**config.mk**
```make
export PLATFORM = sky130hd
export DESIGN_NAME = codec_cfg_sequencer
export DESIGN_NICKNAME = d
export VERILOG_FILES = /design/src/rtl/codec_cfg_pkg.sv /design/src/rtl/codec_cfg_rom.sv /design/src/rtl/codec_cfg_sequencer.sv
export SDC_FILE = /design/constraint.sdc
export NUM_CORES = 1
export LEC_CHECK = 0
export ABC_CLOCK_PERIOD_IN_PS = 3000
export CELL_PAD_IN_SITES_DETAIL_PLACEMENT = 1
export CELL_PAD_IN_SITES_GLOBAL_PLACEMENT = 1
export CORE_ASPECT_RATIO = 0.5
export CORE_UTILIZATION = 43
export CTS_BUF_LIST = sky130_fd_sc_hd__clkbuf_2 sky130_fd_sc_hd__clkbuf_4 sky130_fd_sc_hd__clkbuf_8
export DETAILED_ROUTE_END_ITERATION = 12
export PLACE_DENSITY = 0.94
export SLEW_MARGIN = 20
export SYNTH_ARGS = -nofsm -noshare
export SYNTH_HDL_FRONTEND = slang
export SYNTH_HIERARCHICAL = 1
export SYNTH_SLANG_ARGS = --single-unit
```
**constraint.sdc**
```tcl
create_clock -name clk -period 3 [get_ports clk]
set_input_delay 0.6 -clock clk [delete_from_list [all_inputs] [get_ports clk]]
set_output_delay 0.6 -clock clk [all_outputs]
set_load 0.05 [all_outputs]
```
**src/rtl/codec_cfg_pkg.sv**
```systemverilog
// Shared definitions for the codec configuration sequencer: FSM encoding,
// default volume sub-address and the default codec init table.
package codec_cfg_pkg;

  localparam logic [2:0] ST_IDLE   = 3'd0;
  localparam logic [2:0] ST_ISSUE  = 3'd1;
  localparam logic [2:0] ST_WAIT   = 3'd2;
  localparam logic [2:0] ST_DONE   = 3'd3;
  localparam logic [2:0] ST_VISSUE = 3'd4;
  localparam logic [2:0] ST_VWAIT  = 3'd5;

  typedef enum logic [2:0] {
    S_IDLE   = ST_IDLE,
    S_ISSUE  = ST_ISSUE,
    S_WAIT   = ST_WAIT,
    S_DONE   = ST_DONE,
    S_VISSUE = ST_VISSUE,
    S_VWAIT  = ST_VWAIT
  } state_e;

  localparam logic [7:0] DEFAULT_VOL_ADDR = 8'h02;

  // Default table entries are packed as {addr[7:0], data[15:0]}.
  localparam int ENTRY_ADDR_W = 8;
  localparam int ENTRY_DATA_W = 16;
  localparam int ENTRY_W      = ENTRY_ADDR_W + ENTRY_DATA_W;

  // Default codec bring-up: reset, deactivate, line-in, headphone, path,
  // digital path, power, format, sampling, then activate last.
  function automatic logic [ENTRY_W-1:0] codec_cfg_entry(input logic [31:0] idx);
    case (idx)
      32'd0:   return 24'h0F_0000;
      32'd1:   return 24'h09_0000;
      32'd2:   return 24'h00_0017;
      32'd3:   return 24'h01_0017;
      32'd4:   return 24'h02_0079;
      32'd5:   return 24'h03_0079;
      32'd6:   return 24'h04_0012;
      32'd7:   return 24'h05_0000;
      32'd8:   return 24'h06_0000;
      32'd9:   return 24'h07_0042;
      32'd10:  return 24'h08_0000;
      32'd11:  return 24'h09_0001;
      default: return '0;
    endcase
  endfunction

endpackage

```
**src/rtl/codec_cfg_rom.sv**
```systemverilog
// Combinational init-table lookup: entry index -> {sub-address, data}.
// Boards with a different codec swap this file and leave the FSM alone.
module codec_cfg_rom
  import codec_cfg_pkg::*;
#(
  parameter int ADDR_W = 8,
  parameter int DATA_W = 16,
  parameter int IDX_W  = 4
) (
  input  logic [IDX_W-1:0]  idx,
  output logic [ADDR_W-1:0] sub_addr,
  output logic [DATA_W-1:0] data
);

  logic [ENTRY_W-1:0] entry;

  // Look up the packed entry and resize its fields to the port widths.
  always_comb begin
    entry    = codec_cfg_entry(32'(idx));
    sub_addr = ADDR_W'(entry[ENTRY_W-1 -: ENTRY_ADDR_W]);
    data     = DATA_W'(entry[ENTRY_DATA_W-1:0]);
  end

endmodule

```
**src/rtl/codec_cfg_sequencer.sv**
```systemverilog
// Walks the codec init table one write per entry, advancing on the serial
// link's NewCom pulse, with per-entry timeout/retry, sticky done/err,
// software restart and a post-init volume-update command.
module codec_cfg_sequencer
  import codec_cfg_pkg::*;
#(
  parameter int                ADDR_W     = 8,
  parameter int                DATA_W     = 16,
  parameter int                N_ENTRIES  = 12,
  parameter int                TIMEOUT    = 4096,
  parameter int                MAX_RETRY  = 3,
  parameter logic [ADDR_W-1:0] VOL_ADDR   = ADDR_W'(DEFAULT_VOL_ADDR),
  parameter bit                AUTO_START = 1'b1,
  localparam int               IDX_W      = (N_ENTRIES > 1) ? $clog2(N_ENTRIES) : 1
) (
  input  logic                clk,
  input  logic                reset,
  input  logic                start,
  input  logic                NewCom,
  input  logic                vol_req,
  input  logic [DATA_W/2-1:0] vol_left,
  input  logic [DATA_W/2-1:0] vol_right,
  output logic [ADDR_W-1:0]   SubAddr,
  output logic [DATA_W-1:0]   data,
  output logic                write,
  output logic                busy,
  output logic                done,
  output logic                err,
  output logic [IDX_W-1:0]    index
);

  localparam int TMR_W = $clog2(TIMEOUT + 1);
  localparam int RTY_W = (MAX_RETRY > 0) ? $clog2(MAX_RETRY + 1) : 1;

  state_e             state, state_n;
  logic [IDX_W-1:0]   idx_n;
  logic [RTY_W-1:0]   retry, retry_n;
  logic [TMR_W-1:0]   timer;
  logic               done_n, err_n;
  logic               vol_pending;
  logic               timed_out;
  logic [ADDR_W-1:0]  rom_addr;
  logic [DATA_W-1:0]  rom_data;

  // The table is addressed with the next index so the entry is ready to be
  // registered on the same edge that enters ISSUE.
  codec_cfg_rom #(
    .ADDR_W (ADDR_W),
    .DATA_W (DATA_W),
    .IDX_W  (IDX_W)
  ) u_rom (
    .idx      (idx_n),
    .sub_addr (rom_addr),
    .data     (rom_data)
  );

  assign timed_out = (timer == TMR_W'(TIMEOUT - 1));

  // Next-state, next-index, retry and sticky-flag decisions.
  always_comb begin
    // NOTE: every output of this block is given a default first so no path
    // leaves one unassigned, which would otherwise infer a latch.
    state_n = state;
    idx_n   = index;
    retry_n = retry;
    done_n  = done;
    err_n   = err;
    case (state)
      S_IDLE, S_DONE: begin
        if (start || (state == S_IDLE && AUTO_START)) begin
          state_n = S_ISSUE;
          idx_n   = '0;
          retry_n = '0;
          done_n  = 1'b0;
          err_n   = 1'b0;
        end else if (state == S_DONE && vol_pending && !err) begin
          state_n = S_VISSUE;
          retry_n = '0;
        end
      end
      S_ISSUE:  state_n = S_WAIT;
      S_VISSUE: state_n = S_VWAIT;
      S_WAIT, S_VWAIT: begin
        // NewCom takes priority over a timeout landing in the same cycle.
        if (NewCom) begin
          if (state == S_VWAIT || index == IDX_W'(N_ENTRIES - 1)) begin
            state_n = S_DONE;
            done_n  = 1'b1;
          end else begin
            state_n = S_ISSUE;
            idx_n   = index + IDX_W'(1);
            retry_n = '0;
          end
        end else if (timed_out) begin
          if (retry < RTY_W'(MAX_RETRY)) begin
            state_n = (state == S_VWAIT) ? S_VISSUE : S_ISSUE;
            retry_n = retry + RTY_W'(1);
          end else begin
            state_n = S_DONE;
            done_n  = 1'b1;
            err_n   = 1'b1;
          end
        end
      end
      default: state_n = S_IDLE;
    endcase
  end

  // State, counters and registered command outputs.
  always_ff @(posedge clk or negedge reset) begin
    if (!reset) begin
      state       <= S_IDLE;
      index       <= '0;
      retry       <= '0;
      timer       <= '0;
      done        <= 1'b0;
      err         <= 1'b0;
      vol_pending <= 1'b0;
      write       <= 1'b0;
      busy        <= 1'b0;
      SubAddr     <= '0;
      data        <= '0;
    end else begin
      // NOTE: non-blocking assignments so every register here samples the
      // pre-edge values, regardless of statement order.
      state <= state_n;
      index <= idx_n;
      retry <= retry_n;
      done  <= done_n;
      err   <= err_n;
      write <= (state_n == S_ISSUE) || (state_n == S_VISSUE);
      busy  <= (state_n != S_IDLE) && (state_n != S_DONE);

      if (state_n == S_ISSUE || state_n == S_VISSUE) begin
        timer <= '0;
      end else if (state == S_WAIT || state == S_VWAIT) begin
        timer <= timer + TMR_W'(1);
      end

      if (state_n == S_ISSUE) begin
        SubAddr <= rom_addr;
        data    <= rom_data;
      end else if (state_n == S_VISSUE) begin
        SubAddr <= VOL_ADDR;
        data    <= {vol_left, vol_right};
      end

      // Requests collapse into one; a request arriving during VISSUE survives.
      if (vol_req) begin
        vol_pending <= 1'b1;
      end else if (state == S_VISSUE) begin
        vol_pending <= 1'b0;
      end
    end
  end

endmodule

```
==> results.toml <==
[outcome]
status = "finished clean"

[pwr]
p_leak_nw = 1.79
vdd.ir_drop.worst_mv = 0.711
p_per_area_mw_per_mm2 = 1180

[grt]
grt_max_degree = 32
grt_pass1_wl_um = 15600
antenna_found_initial = 0
grt-ovfl-total = 0
groute.usage.overall_pct = 24.9
grt_pass1_vias = 3071

[sta]
hold_violations = 0
fin_crit_sh_pct = 96.2
period_needed_ns = 2.89
clock.fmax_mhz = 347
setup_ws_ns = 0.115
slew-limit-headroom_pct = 64.9
slew_viol_final = 0
setup-violations-final = 0
finClkSkew_ns = 0.00744
rsz0062_at_grt = "true"
tightestPinTransition_ns = 0.525

[floorplan]
dieArea_mm2 = 0.00787
start_util_pct = 46.3
io_pins = 53
fp.dieH_um = 63.2
dieWidth_um = 124
rows = 21
core_area_mm2 = 0.00696

[logic_synthesis]
yosysSeqAreaShare_pct = 39.6
syn_area_mm2 = 0.00322
synth_cells = 322
synth-main-ff-cell = "dfrtp_1"
synth-edff-count = 0
synth_area_leaders = "dfrtp_1, mux2i_1, nor2_1, buf_4, a21oi_1"
ys_ff_latch = 51
synth_top_cell_by_area = "dfrtp_1"
synth.top_cell.area_share_pct = 39.6
synth_warnings = 6
synth.distinct_cells = 57
syn_area_per_cell_um2 = 10.0
synthArstFlopShare_pct = 100

[critical_path]
cp-end-kind = "flop"
timing.rr.start = "state[2]"
timing.rr.end = "SubAddr[1]"
regToRegSetupSlack_ns = 0.11
rr_worst_depth = 10
required_ns = 3.23
crit_fanout = 11
startpoint = "state[2]"
crit_end = "SubAddr[1]"
critPathArrivalTime_ns = 3.12
cp-start-kind = "flop"
path_class = "reg2reg"

[placed_design]
io_buffers = 52
placed_area_mm2 = 0.00385
placed_cells = 467
dp_hpwl_um = 6610
pre_cts_ws_ns = -0.142
place_congestion = 0.865

[layout]
multiInputGateArea_mm2 = 0.00176
final_area_mm2 = 0.00397
num-fill-cells = 763
final_nets = 409
layout-drive-gt1-share_pct = 11.5
fin_cells = 475
seqCellArea_mm2 = 0.00128
antenna_cells = 0
area_delta_synth_final_pct = 23.0
fin_util_pct = 56.9

[clock_tree]
cts-root-buf = "clkbuf_8"
clk_pin_slew_ns = 0.10
htreeDepth = 2
cts_tree = "yes"
numCtsBuffers = 5
post_cts_buffers = 0
clkLatencyLatePin_ns = 0.32
cts_sinks = 51
cts-hold-fix-buffers = 0
cts_buffer_depth = 2

[route]
drc = 0
routed_wl_um = 9270
viasPerCell = 5.71
first_pass_iters = 4
vias = 2710
ant_nets = 0
initialDrtViolationCount = 126
wire_per_inst_um = 19.5

[flow_run]
maxCapViolCount = 0

[hold_path]
min_path_type = "in2async"
[layout by cell type, fill, tap and decap left out, types with 3 or more instances in the layout]
master           Yosys  final
mux2i_1             51     51
clkdlybuf4s50_1      0     51
dfrtp_1             51     50
nor2_1              29     29
nand2_1             19     19
buf_4               14     17
a21oi_1             16     16
conb_1               1     13
inv_1               10     10
and2_1              10     10
and3_1              10     10
a221o_1              8      8
nand3_1              7      7
xnor2_1              7      7
clkbuf_8             0      7
nor2b_1              6      6
ha_1                 6      6
xor2_1               5      5
nand4_1              4      4
nand3b_1             4      4
o21ai_0              5      4
o22ai_1              3      3
[logic make-up (layout without fill, tap and decap cells)]
logic type	Yosys count	count (layout)	share of synthesized area, %
other	1	13	0.116
xor gates and xnor gates	12	12	3.26
buffers and inverters	41	90	7.84
and+or+nand+nor	104	104	17.5
muxes	54	54	17.0
DFF	51	51	39.6
adders and majority gates	6	6	2.33
AOI/OAI and AO/OA	53	53	12.4
[per-layer routing]
| layer | up-vias | GRT usage (%) | routed length (um) |
|---|---|---|---|
| met5 | - | 0 | 0 |
| met4 | 0 | 9.49 | 156 |
| met3 | 18 | 3.99 | 267 |
| met2 | 69 | 45.8 | 4720 |
| met1 | 1385 | 29.4 | 4130 |
| li1 | 1238 | - | - |
[power breakdown]
group          switching, mW  internal, mW
combinational           1.87          1.23
clock                  0.251         0.211
sequential             0.214         0.917
total                   2.34          2.36
[worst max-delay path, cell delays in order (launching register included)]
cell,delay (ns)
dfrtp_1,0.56
nand3b_1,0.28
nand4_1,0.22
nor3_1,0.09
a21oi_1,0.16
o21ai_0,0.10
a221o_1,0.47
buf_4,0.21
o31ai_1,0.37
nor2_1,0.11
a221oi_2,0.21
[final cells by class]
class	count	share of cell area, %
timing repair buffer	70	16.7
clock inverter	1	0.189
tap	92	2.90
multi-input combinational	242	44.4
clock buffer	7	2.43
inverter	12	1.14
sequential	51	32.2
[cell usage after synthesis, types with 5 or more instances]
cell	number
mux2i_1	51
a221o_1	8
xnor2_1	7
and2_1	10
inv_1	10
nand3_1	7
dfrtp_1	51
nor2_1	29
buf_2	6
a21oi_1	16
and3_1	10
nand2_1	19
clkbuf_1	5
o21ai_0	5
ha_1	6
xor2_1	5
nor2b_1	6
buf_4	14
[through the flow]
stage	TNS (ns)	hold WS, ns	power, mW
after global routing	-0.0222	0.259	4.94
after global placement	0	0.484	4.01
after floorplan	0	0.304	3.32
final	0	0.234	4.70
after CTS	0	0.246	4.69
after detailed placement	-1.73	0.496	4.20
[how the worst min path moves through the flow]
| stage | start | end | slack (ns) | cells past startpoint |
|---|---|---|---|---|
| 6_report | reset | data[12] | 0.23 | 1 |
| 5_1_grt | reset | data[12] | 0.26 | 1 |
| 4_1_cts | reset | data[3] | 0.25 | 1 |
| 3_5_place_dp | vol_pending | vol_pending | 0.50 | 1 |
| 3_3_place_gp | vol_pending | vol_pending | 0.48 | 1 |
| 2_1_floorplan | reset | SubAddr[0] | 0.30 | 0 |
[repair_timing]
item	4_1_cts	5_1_grt
hold endpoints to repair	0	0
resized for setup	0	3
endpoints found under the setup margin	0	14
[sequential cells by signal, summed over array words and instances (netlist names)]
register / count
SubAddr: 8
busy: 1
data: 16
done: 1
err: 1
index: 4
retry: 2
state: 3
timer: 13
vol_pending: 1
write: 1
Power figures use the tool's default switching activity.
==> RTL edit 1: new RTL, same flow settings <==
Add an input register stage for `start`, `NewCom`, `vol_req`, `vol_left` and `vol_right`, without a reset; this delays them by one clock. Comments in the files are not updated.
--- a/src/rtl/codec_cfg_sequencer.sv
+++ b/src/rtl/codec_cfg_sequencer.sv
@@ -31,6 +31,20 @@
 
   localparam int TMR_W = $clog2(TIMEOUT + 1);
   localparam int RTY_W = (MAX_RETRY > 0) ? $clog2(MAX_RETRY + 1) : 1;
+
+  logic start_q;
+  logic NewCom_q;
+  logic vol_req_q;
+  logic [DATA_W/2-1:0] vol_left_q;
+  logic [DATA_W/2-1:0] vol_right_q;
+
+  always_ff @(posedge clk) begin
+    start_q     <= start;
+    NewCom_q    <= NewCom;
+    vol_req_q   <= vol_req;
+    vol_left_q  <= vol_left;
+    vol_right_q <= vol_right;
+  end
 
   state_e             state, state_n;
   logic [IDX_W-1:0]   idx_n;
@@ -67,7 +81,7 @@
     err_n   = err;
     case (state)
       S_IDLE, S_DONE: begin
-        if (start || (state == S_IDLE && AUTO_START)) begin
+        if (start_q || (state == S_IDLE && AUTO_START)) begin
           state_n = S_ISSUE;
           idx_n   = '0;
           retry_n = '0;
@@ -82,7 +96,7 @@
       S_VISSUE: state_n = S_VWAIT;
       S_WAIT, S_VWAIT: begin
         // NewCom takes priority over a timeout landing in the same cycle.
-        if (NewCom) begin
+        if (NewCom_q) begin
           if (state == S_VWAIT || index == IDX_W'(N_ENTRIES - 1)) begin
             state_n = S_DONE;
             done_n  = 1'b1;
@@ -142,11 +156,11 @@
         data    <= rom_data;
       end else if (state_n == S_VISSUE) begin
         SubAddr <= VOL_ADDR;
-        data    <= {vol_left, vol_right};
+        data    <= {vol_left_q, vol_right_q};
       end
 
       // Requests collapse into one; a request arriving during VISSUE survives.
-      if (vol_req) begin
+      if (vol_req_q) begin
         vol_pending <= 1'b1;
       end else if (state == S_VISSUE) begin
         vol_pending <= 1'b0;
Check against the original RTL: not equivalent (Yosys sat finds a counterexample within 4 cycles, from zero or initial values and one cycle with reset low).
==> RTL edit 1 against the unedited design <==
  * Die area up 6.4%
  * Clock skew up 9.4 ps
  * Sequential cell count up 19
  * Total power up 19%
  * Global-route usage up 1.6 points
  * Routed wire length up 14%
  * Area after synthesis up 6.5%
  * Final area up 7.8%
  * Worst setup slack worse by 71 ps
  * Via count up 7.5%
  * Critical path depth down 1
  * Critical endpoint unchanged
  * Largest power group unchanged
==> RTL edit 1: results (changes against the unedited design) <==
Worst-case clock skew: 16.8 ps (+9.36 ps)
DR vias: 2,912 (+7.5%)
Post-detail-place hpwl: 6.31 mm (-4.5%)
Fmax: 338 MHz (-2.4%)
Top cells by area, synth: dfrtp_1 37%, dfxtp_1 11%, nand2_1 5.7%, o221a_2 5.2%, nand3_1 3.6%
WHS: 58.1 ps (-175 ps)
Post-synth ARST share: 0.729 (-0.271)
Status: finished clean
Fillers: 831 (+8.9%)
DP Worst Slack: 123 ps (+265 ps)
Synth unique cells: 60 (+5.3%)
Worst-path clk slew: 80 ps (-20 ps)
CTS buffer count: 9 (+4)
Worst Setup SP: state[0]$_DFF_PN0_
Max VDD drop: 0.814 mV (+15%)
Post-synth top flop: dfrtp_1
Leak: 1.85 nW (+3.1%)
GP Congestion: 0.803 (-7.2%)
Placed Area: 4030 um2 (+4.7%)
Final core utilization: 0.569 (-0.000854)
Critical Path End: SubAddr[1]$_DFFE_PN0P_
Nets: 435 (+6.4%)
Drt via density: 5.59 (-2.0%)
WL met2: 5.30 mm (+12%)
Post-Route WL: 10.6 mm (+14%)
GRT Util Overall: 0.265 (+0.0160)
DP Cell Count: 504 (+7.9%)
First-pass GRT wire length: 16.6 mm (+6.0%)
Synthesized area per cell: 9.84 um2 (-1.7%)
CP max stage cell: or3b_2
NetSw: 2.74 mW (+17%)
Metal3 WL: 581 um (+120%)
Met1 usage: 0.316 (+0.0223)
Most frequent cell after synthesis: nand2_1
R2R setup slack: 40 ps (-70 ps)
Layout cells sized above 1: 0.160 (+0.0449)
Sequential share of power: 0.261 (+0.020)
Vias in the first global route: 3,222 (+4.9%)
CP max FO: 15 (+4)
Final Power: 5.60 mW (+19%)
Largest regs: data: 16 flops, timer: 13 flops
Arr. time, crit path: 3240 ps (+120 ps)
H-tree depth: 3 (+1)
Largest net degree at the start of global routing: 45 (+41%)
Post-synthesis sequential area ratio: 0.482 (+0.0865)
Met3 Track Usage GR: 0.0700 (+0.0301)
Logic pwr share: 0.594 (-0.067)
Worst-Margin Slew: 578 ps (+53.4 ps)
Worst skew pair latency: 370 ps (+50 ps)
Most frequent cells after synthesis: 52 x nand2_1, 51 x dfrtp_1, 25 x nand3_1
Wire length on met1: 4.37 mm (+5.8%)
Initial DRC count: 197 (+56%)
GR Layer Usage met2: 0.449 (-0.00855)
## RTL edit 1: cell types whose count changed in the layout (fill, tap and decap cells not counted), moves of 9 or more
cell / before / now
mux2i_1: 51 / 1
nand2_1: 19 / 52
o21ai_0: 4 / 13
o221a_2: 0 / 16
a21oi_1: 16 / 6
dfxtp_1: 0 / 19
and2_1: 10 / 1
nand3_1: 7 / 25
## RTL edit 1: area by class of cell
cell class	instances	area share
Clock buffer	10	0.0322
Clock inverter	6	0.0161
Inverter	17	0.0149
Multi-Input combinational cell	245	0.371
Sequential cell	70	0.388
Tap cell	108	0.0316
Timing Repair Buffer	65	0.146
## RTL edit 1: timing repair
item                                    CTS  global route
gates resized for setup                   2             4
endpoints found under the setup margin    1            18
buffers inserted                          0             1
pin swaps                                 0             1
## RTL edit 1: cell families after synthesis
logic type      synth area share
compound gates             0.176
xor+xnor                  0.0379
fa+ha+maj                 0.0219
buf+inv                   0.0732
flops                      0.482
mux                      0.00619
other cells              0.00109
simple gates               0.201
==> RTL edit 2: new RTL, same flow settings <==
Made on the original files. `MAX_RETRY`: 3 -> 2.
--- a/src/rtl/codec_cfg_sequencer.sv
+++ b/src/rtl/codec_cfg_sequencer.sv
@@ -8,7 +8,7 @@
   parameter int                DATA_W     = 16,
   parameter int                N_ENTRIES  = 12,
   parameter int                TIMEOUT    = 4096,
-  parameter int                MAX_RETRY  = 3,
+  parameter int                MAX_RETRY  = 2,
   parameter logic [ADDR_W-1:0] VOL_ADDR   = ADDR_W'(DEFAULT_VOL_ADDR),
   parameter bit                AUTO_START = 1'b1,
   localparam int               IDX_W      = (N_ENTRIES > 1) ? $clog2(N_ENTRIES) : 1
Formal check against the unedited RTL: no difference found for any inputs over 10 cycles, from zero or initial values and one cycle with reset low; that may be too few to reach the edited logic, so the function may still have changed.
==> RTL edit 2 against the unedited design <==
  * Clock power is 2% higher
  * Die area is 11% lower
  * Routed wire length is 8.8% higher
  * Worst setup slack worse by 79 ps
  * Final area is 7.9% lower
  * Combinational power is 7.1% lower
  * Sequential power hardly changed
  * Sequential cell count stayed put
  * Total power is 4.5% lower
  * Area after synthesis is 11% lower
  * Synthesized cell count is 11% lower
  * Largest cell class unchanged
  * Highest routed layer unchanged
==> RTL edit 2: results (changes against the unedited design) <==
Status: finished clean
Worst skew pair latency: 320 ps (about the same)
GRT Util Overall: 0.269 (+0.0200)
CTS max path bufs: 2 (unchanged)
Internal power: 2.27 mW (-3.6%)
Per-cell routed wire length: 22.9 um (+17%)
DP Cell Count: 429 (-8.1%)
Remaining DRCs: 0 (unchanged)
Compound-Gate Fraction of Synth Area: 0.186 (+0.0619)
Post-synthesis adder-cell area fraction: 0.0218 (-0.00144)
Post-synth ARST share: 1.00 (unchanged)
First-pass DRT Iterations: 5 (+1)
Ys Warns: 6 (unchanged)
GP Congestion: 0.839 (-3.0%)
Met1 usage: 0.297 (+0.00325)
DP Worst Slack: -163 ps (-20.4 ps)
Max-slew headroom: 0.437 (-0.212)
Placed Area: 3490 um2 (-9.4%)
Port Buf Inserts: 52 (unchanged)
H-tree depth: 2 (unchanged)
Initial DRC count: 141 (+12%)
Post-synthesis sequential area ratio: 0.446 (+0.0498)
DR vias: 2,636 (-2.7%)
Synth unique cells: 61 (+7.0%)
Post-synthesis mux area share: 0.00393 (-0.166)
Largest net degree at the start of global routing: 28 (-13%)
Antenna Cells: 0 (unchanged)
Worst-case clock skew: 3.75 ps (-3.69 ps)
Leak: 1.55 nW (-14%)
Nets: 377 (-7.8%)
GR Layer Usage met2: 0.516 (+0.0586)
Met3 Track Usage GR: 0.0553 (+0.0154)
Synth Area in XOR/XNOR: 0.0398 (+0.00716)
Worst hold-check path type: in -> async
Most frequent cells after synthesis: 51 x dfrtp_1, 24 x nand2_1, 17 x nor2_1
Final non-filler cell total: 440 (-7.4%)
Layout cells sized above 1: 0.202 (+0.0868)
Worst-path clk slew: 100 ps (about the same)
CTS Root Cell: clkbuf_8
CTS buffer count: 5 (unchanged)
First-pass GRT wire length: 14.4 mm (-8.2%)
Arr. time, crit path: 3180 ps (+60 ps)
Max VDD drop: 0.603 mV (-15%)
Synth Instances: 288 (-11%)
Vias in the first global route: 2,837 (-7.6%)
Initial antenna violation count: 0 (unchanged)
Top cells by area, synth: dfrtp_1 45%, o221a_2 6.3%, buf_4 3.9%, nand2_1 3.1%, or2_2 2.8%
Post-detail-place hpwl: 6.40 mm (-3.2%)
CP max FO: 3 (-8)
## RTL edit 2: critical path: stages
cell and delay (ps):
clkdlybuf4s50_1 450, or4b_1 520, o211ai_1 130, or2_2 180
nand2_1 70, o21ai_0 140, inv_1 160, ha_1 330
nor2b_1 140, a31o_1 180, o221a_2 280
## RTL edit 2: timing repair
action | 4_1_cts | 5_1_grt
resized for setup | 1 | 2
pin swaps | 1 | 2
gates cloned | 1 | 0
setup endpoints to repair | 23 | 36
setup buffers | 0 | 2
## RTL edit 2: power groups by stage
stage	combinational [mW]	sequential (mW)	clock (mW)
3_3_place_gp	2.52	1.10	0
3_5_place_dp	2.67	1.12	0
6_report	2.88	1.13	0.471
5_1_grt	3.03	1.15	0.500
4_1_cts	2.73	1.11	0.463
2_1_floorplan	1.24	1.70	0
## RTL edit 2: final timing paths
path                       depth (start not counted)                    from                     end  slack (ps)
max reg2reg                                       10    timer[0]$_DFFE_PN0P_     data[9]$_DFFE_PN0P_          80
min reg2reg                                        2  SubAddr[2]$_DFFE_PN0P_  SubAddr[2]$_DFFE_PN0P_         540
max                                               11                  NewCom     data[0]$_DFFE_PN0P_          40
max in group asynchronous                          2                   reset    data[12]$_DFFE_PN0P_        1880
min                                                1                   reset  SubAddr[7]$_DFFE_PN0P_         290
min in group clk                                   2  SubAddr[2]$_DFFE_PN0P_  SubAddr[2]$_DFFE_PN0P_         540
## RTL edit 2: kinds of logic after synthesis
group,after synthesis
other,1
multiplexers,1
AO/OA/AOI/OAI,64
AND/OR/NAND/NOR,112
buffers and inverters,41
adder cells (fa/ha/maj),5
flip-flops,51
XOR/XNOR,13
## RTL edit 2: final cells by class
| cell class | instances | area, um2 |
|---|---|---|
| Multi-Input combinational cell | 209 | 1420 |
| Tap cell | 88 | 110 |
| Timing Repair Buffer | 73 | 698 |
| Clock buffer | 8 | 104 |
| Fill cell | 717 | 2610 |
| Inverter | 11 | 43.8 |
| Sequential cell | 51 | 1280 |
## RTL edit 2: layer usage
metal  part of all wire  vias up
met3              0.063       28
met1               0.40     1348
met2               0.51      125
li1                   -     1135
met4              0.025        0
met5                  0        -
## RTL edit 2: through the flow
stage / hold slack [ps] / power, mW
final: 286 / 4.49
after global routing: 324 / 4.68
after CTS: 295 / 4.30
after detailed placement: 519 / 3.79
after global placement: 502 / 3.62
after floorplan: 304 / 2.93
